### config.mk
export PLATFORM = sky130hd
export DESIGN_NAME = emds_link_sequencer
export DESIGN_NICKNAME = d
export VERILOG_FILES = /design/src/rtl/emds_link_sequencer.sv
export SDC_FILE = /design/constraint.sdc
export NUM_CORES = 1
export LEC_CHECK = 0
export ABC_AREA = 1
export BUFFER_PORTS_ARGS = -buffer_cell sky130_fd_sc_hd__buf_2
export CELL_PAD_IN_SITES_DETAIL_PLACEMENT = 0
export CELL_PAD_IN_SITES_GLOBAL_PLACEMENT = 1
export CORE_UTILIZATION = 38
export DETAILED_ROUTE_END_ITERATION = 16
export GPL_TIMING_DRIVEN = 0
export PLACE_DENSITY_LB_ADDON = 0.1
export SETUP_SLACK_MARGIN = 0.4
export SLEW_MARGIN = 0
export SYNTH_ARGS = -nofsm -noshare
export SYNTH_HDL_FRONTEND = slang
export SYNTH_SLANG_ARGS = --single-unit
### constraint.sdc
create_clock -name i_clock -period 1.9 [get_ports i_clock]
set_input_delay 0 -clock i_clock [delete_from_list [all_inputs] [get_ports i_clock]]
set_output_delay 0 -clock i_clock [all_outputs]
set_load 0.05 [all_outputs]
### src/rtl/emds_link_sequencer.sv
// rtl/emds_link_sequencer.sv - password-gated serial transmit sequencer (start, 8 data LSB-first, stop)
// Optional even-parity bit between data and stop when EMDS_PARITY_EN is defined.
module emds_link_sequencer #(
  parameter logic [3:0] PASSWORD  = 4'b0101,
  parameter int         MAX_TRIES = 3
) (
  input  logic       i_clock,
  input  logic       i_reset,
  input  logic [3:0] i_password,
  input  logic       i_pwd_valid,
  input  logic       i_lock_req,
  input  logic [7:0] i_tx_data,
  input  logic       i_tx_valid,
  output logic       o_tx_ready,
  output logic       o_line_out,
  output logic       o_byte_done,
  output logic       o_busy,
  output logic       o_unlocked,
  output logic       o_locked_out
);

`ifdef EMDS_PARITY_EN
  typedef enum logic [2:0] {S_LOCKED, S_IDLE, S_START, S_DATA, S_PAR, S_STOP, S_LOCKOUT} state_t;
`else
  typedef enum logic [2:0] {S_LOCKED, S_IDLE, S_START, S_DATA, S_STOP, S_LOCKOUT} state_t;
`endif

  state_t     r_state;
  logic [7:0] r_shreg;
  logic [2:0] r_bit_cnt;
  logic [3:0] r_fail_cnt;
  logic       r_parity;
  logic       r_lock_seen;
  logic       r_line_out;
  logic       r_byte_done;
  logic       r_busy;
  logic       r_unlocked;
  logic       r_locked_out;
  logic [3:0] w_fail_next;

  assign w_fail_next  = r_fail_cnt + 4'd1;
  assign o_tx_ready   = (r_state == S_IDLE) & ~i_lock_req;
  assign o_line_out   = r_line_out;
  assign o_byte_done  = r_byte_done;
  assign o_busy       = r_busy;
  assign o_unlocked   = r_unlocked;
  assign o_locked_out = r_locked_out;

  always_ff @(posedge i_clock) begin
    if (i_reset) begin
      r_state      <= S_LOCKED;
      r_shreg      <= 8'd0;
      r_bit_cnt    <= 3'd0;
      r_fail_cnt   <= 4'd0;
      r_parity     <= 1'b0;
      r_lock_seen  <= 1'b0;
      r_line_out   <= 1'b1;
      r_byte_done  <= 1'b0;
      r_busy       <= 1'b0;
      r_unlocked   <= 1'b0;
      r_locked_out <= 1'b0;
    end else begin
      // A relock request during a frame is remembered and honoured after the stop bit.
      if (r_busy && i_lock_req) r_lock_seen <= 1'b1;
      case (r_state)
        S_LOCKED: begin
          r_line_out <= 1'b1;
          if (i_pwd_valid) begin
            if (i_password == PASSWORD) begin
              r_state    <= S_IDLE;
              r_unlocked <= 1'b1;
              r_fail_cnt <= 4'd0;
            end else begin
              r_fail_cnt <= w_fail_next;
              if (w_fail_next == 4'(MAX_TRIES)) begin
                r_state      <= S_LOCKOUT;
                r_locked_out <= 1'b1;
              end
            end
          end
        end
        S_IDLE: begin
          if (i_lock_req) begin
            r_state    <= S_LOCKED;
            r_unlocked <= 1'b0;
          end else if (i_tx_valid) begin
            r_shreg     <= i_tx_data;
            r_parity    <= ^i_tx_data;
            r_lock_seen <= 1'b0;
            r_busy      <= 1'b1;
            r_line_out  <= 1'b0;
            r_state     <= S_START;
          end
        end
        S_START: begin
          r_line_out <= r_shreg[0];
          r_shreg    <= r_shreg >> 1;
          r_bit_cnt  <= 3'd0;
          r_state    <= S_DATA;
        end
        S_DATA: begin
          if (r_bit_cnt == 3'd7) begin
            r_bit_cnt <= 3'd0;
`ifdef EMDS_PARITY_EN
            r_line_out <= r_parity;
            r_state    <= S_PAR;
`else
            r_line_out  <= 1'b1;
            r_byte_done <= 1'b1;
            r_state     <= S_STOP;
`endif
          end else begin
            r_bit_cnt  <= r_bit_cnt + 3'd1;
            r_line_out <= r_shreg[0];
            r_shreg    <= r_shreg >> 1;
          end
        end
`ifdef EMDS_PARITY_EN
        S_PAR: begin
          r_line_out  <= 1'b1;
          r_byte_done <= 1'b1;
          r_state     <= S_STOP;
        end
`endif
        S_STOP: begin
          r_byte_done <= 1'b0;
          r_busy      <= 1'b0;
          r_lock_seen <= 1'b0;
          if (r_lock_seen || i_lock_req) begin
            r_state    <= S_LOCKED;
            r_unlocked <= 1'b0;
          end else begin
            r_state <= S_IDLE;
          end
        end
        S_LOCKOUT: begin
          r_line_out   <= 1'b1;
          r_locked_out <= 1'b1;
        end
        default: r_state <= S_LOCKED;
      endcase
    end
  end

endmodule
==> flow_summary_export.csv <==
group,metric,value,unit
outcome,status,"complete, no violations",
floorplan,dieArea,0.003689,mm^2
final_layout,antenna_cells,0,
route,vias,1289,
setup_path,worst-path-buf-inv,1,
clock_network,clk_latency,0.31,ns
synthesis,yosysWarnings,0,
final_layout,final_util,50.79,%
route,drt_iter0_markers,64,
sta,fin_tns_setup,0,ns
floorplan,core,0.003153,mm^2
synthesis,synth_top_cells_by_area,"dfxtp_1 37%, nand2_1 13%, inv_1 6.9%",
synthesis,muxShareOfSynthArea,0,%
sta,tightest_slew,0.5682,ns
final_layout,nNetsFinal,242,
synthesis,yosys.area_share.simple,29.01,%
grt,grt_pass1_wl,4809,um
power,sw_frac_of_total,44.49,%
synthesis,synth_top_area_share,36.64,%
synthesis,synth-edff-count,0,
floorplan,die_w,60.74,um
sta,setup_violations,0,
setup_path,path_common_cell,"ha_1",
placement,dpl.hpwl,2155,um
sta,whs,0.03007,ns
sta,min_period,1.405,ns
setup_path,required,2.12,ns
run,maxCapViolations,0,
sta,finalMaxSlewViolations,0,
synthesis,synth_fp_nets,211,
setup_path,cp.arrival,1.63,ns
floorplan,initial_utilization,41.59,%
route,antenna_left,0,
power,comb_power_share,52.8,%
sta,finalCritPeriodShare,73.97,%
route,viasPerCell,4.883,
grt,first_global_vias,1164,
synthesis,ys_types,26,
power,p_switching,0.0009551,W
min_path,hp-start,"i_lock_req",
synthesis,synth_common_cells,"46 x nand2_1, 24 x dfxtp_1, 24 x inv_1",
synthesis,synth_adder_area_share,3.817,%
synthesis,async_flop_share,0,%
power,p_per_area,1340,mW/mm^2
power,clockPowerShare,12.8,%
sta,relSlewSlack,62.12,%
floorplan,fp-row-count,20,
placement,place_congestion,0.8045,
setup_path,cp-end-kind,"flop",
sta,setup_ws,0.4945,ns
synthesis,synth_xor_area_share,0,%
synthesis,synth.most_common_cell,"nand2_1",
synthesis,synth_compound_area_share,18.80,%
grt,grt-ovfl-total,0,
clock_network,clock_sinks,24,
synthesis,ys_seq_elements,24,
sta,rsz0062_at_grt,"yes",
synthesis,avgSynthCellArea,6.901,um^2
route,first_pass_iters,4,
power,intPower,0.001192,W
placement,numPortBuffers,22,
setup_path,crit_path_start,"r_bit_cnt[0]$_SDFFE_PP0N_",
setup_path,slowest_stage,"dfxtp_2",
grt,grt_max_degree,14,
grt,antenna_found_initial,0,
clock_network,cts_made_buffers,3,
final_layout,stdcell_count,264,
min_path,hold_path.class,"in -> reg",
floorplan,io_pins,23,
sta,fmax,711.5,MHz
setup_path,crit_path_max_fanout,5,
placement,pre_cts_slack,0.4088,ns
setup_path,cp-start-kind,"flop",
synthesis,yosys.area.top_type,"dfxtp_1",
setup_path,max_stage_delay,0.35,ns
route,drc,0,
floorplan,fp.dieH,60.74,um
synthesis,synthesis.area,0.001311,mm^2
route,postRouteWirelength,3014,um
grt,track_usage,17.66,%
sta,skew,0.003888,ns
clock_network,clk_path_buf_depth,2,
placement,post-place-cells,256,
setup_path,critPathKind,"reg -> reg",
final_layout,drive_above_1_share,25.91,%
clock_network,cts-root-buf,"clkbuf_4",
synthesis,synth_top_family_by_area,"simple AND/OR/NAND/NOR gates",
setup_path,path_delay_family,"adder cells",
synthesis,synthFlopType,"dfxtp_1",
clock_network,path_clk_slew,0.14,ns
clock_network,htreeDepth,1,
setup_path,cp_cell_sequence,"ha_1 -> ha_1 -> nand3_2 -> nand3_4 -> buf_8 -> o21ai_1 -> a21oi_1",
setup_path,r2r_start,"r_bit_cnt[0]$_SDFFE_PP0N_",
power,vdd_drop_max,591.6,uV
synthesis,ys_seq_area_share,36.64,%
power,p_leak,0.7299,nW
synthesis,synthCells,190,
final_layout,area_growth,22.14,%
clock_network,cts_tree,"built",
power,sequentialPowerShare,34.5,%
route,wl_per_cell,11.42,um
sta,hold_viol,0,
-- worst reg2reg max path: stages, from the launching register on --
cell	delay [ns]
dfxtp_2	0.35
ha_1	0.19
ha_1	0.21
nand3_2	0.12
nand3_4	0.13
buf_8	0.16
o21ai_1	0.10
a21oi_1	0.04
-- through the flow --
stage | total power (W) | cell area, um^2
floorplan | 0.001535 | 1311
global placement | 0.001721 | 1476
detailed placement | 0.001747 | 1476
CTS | 0.002039 | 1540
global route | 0.002319 | 1602
finish | 0.002147 | 1602
-- registers in the layout, indices dropped and copies added (netlist names) --
register,count
o_busy,1
o_byte_done,1
o_line_out,1
o_locked_out,1
o_unlocked,1
r_bit_cnt,3
r_fail_cnt,4
r_lock_seen,1
r_shreg,8
r_state,3
-- area by class of cell --
| class | instances | area (um^2) |
|---|---|---|
| repair buffers | 25 | 157.7 |
| flip-flops and latches | 24 | 485.5 |
| fillers | 347 | 1551 |
| clock buffers | 4 | 36.28 |
| plain buffers | 6 | 56.30 |
| well taps | 44 | 55.05 |
| multi-input cells | 134 | 709.4 |
| inverters | 27 | 101.3 |
-- logic make-up (layout without fill, tap and decap cells) --
family,count (synthesis),count (layout)
AND/OR/NAND/NOR,87,88
AO/OA/AOI/OAI,42,42
buffers and inverters,33,62
flip-flops,24,24
adder cells (fa/ha/maj),4,4
-- cell usage in the layout (no fill, tap or decap) --
cell	count
nor2_4	2
o21ai_1	10
buf_6	2
nor2_1	18
nand2_1	46
nand4_1	1
clkbuf_8	1
nand3_2	3
buf_4	3
buf_8	1
nand3_4	1
clkbuf_16	1
buf_2	21
inv_1	24
dlygate4sd3_1	2
nor3b_1	1
dfxtp_2	4
a21oi_1	17
nor2_2	5
a211oi_1	1
a21oi_2	3
a31oi_1	1
nand3_1	9
dfxtp_1	20
ha_1	4
nor3_1	1
o21ai_2	4
clkbuf_4	3
nand3b_1	1
clkbuf_1	1
inv_2	3
a221oi_1	1
a22oi_1	1
o21ai_0	4
-- metal layers --
| layer | track usage [%] | vias to the layer above | part of all wire, % |
|---|---|---|---|
| li1 | - | 679 | - |
| met1 | 21.86 | 582 | 49 |
| met2 | 31.24 | 24 | 47 |
| met3 | 1.919 | 4 | 2.8 |
| met4 | 7.143 | 0 | 1.4 |
| met5 | 0 | - | 0 |
-- final timing paths --
kind / end / slack, ns / cells after the start
worst max-delay path: r_shreg[3]$_SDFFE_PP0P_ / 0.49 / 7
worst min-delay path: r_lock_seen$_SDFF_PP0_ / 0.03 / 3
worst min register to register: r_bit_cnt[0]$_SDFFE_PP0N_ / 0.45 / 1
worst max register to register: r_shreg[3]$_SDFFE_PP0P_ / 0.49 / 7
-- timing repair --
item / 4_1_cts / 5_1_grt
hold buffers: 2 / 0
resized for setup: 1 / 11
pin swaps: 0 / 1
buffers inserted: 0 / 0
hold endpoints to repair: 2 / 0
setup endpoints to repair: 1 / 6
cloned: 0 / 2
-- power groups by stage --
stage | logic [W] | clock network (W) | registers [W]
final | 0.00113 | 0.000274 | 0.000740
after global routing | 0.00126 | 0.000306 | 0.000758
after CTS | 0.00102 | 0.000285 | 0.000734
after detailed placement | 0.00100 | 0 | 0.000745
after global placement | 0.000981 | 0 | 0.000740
after floorplan | 0.000735 | 0 | 0.000801
Note: power is estimated with default switching activity, not from simulation.
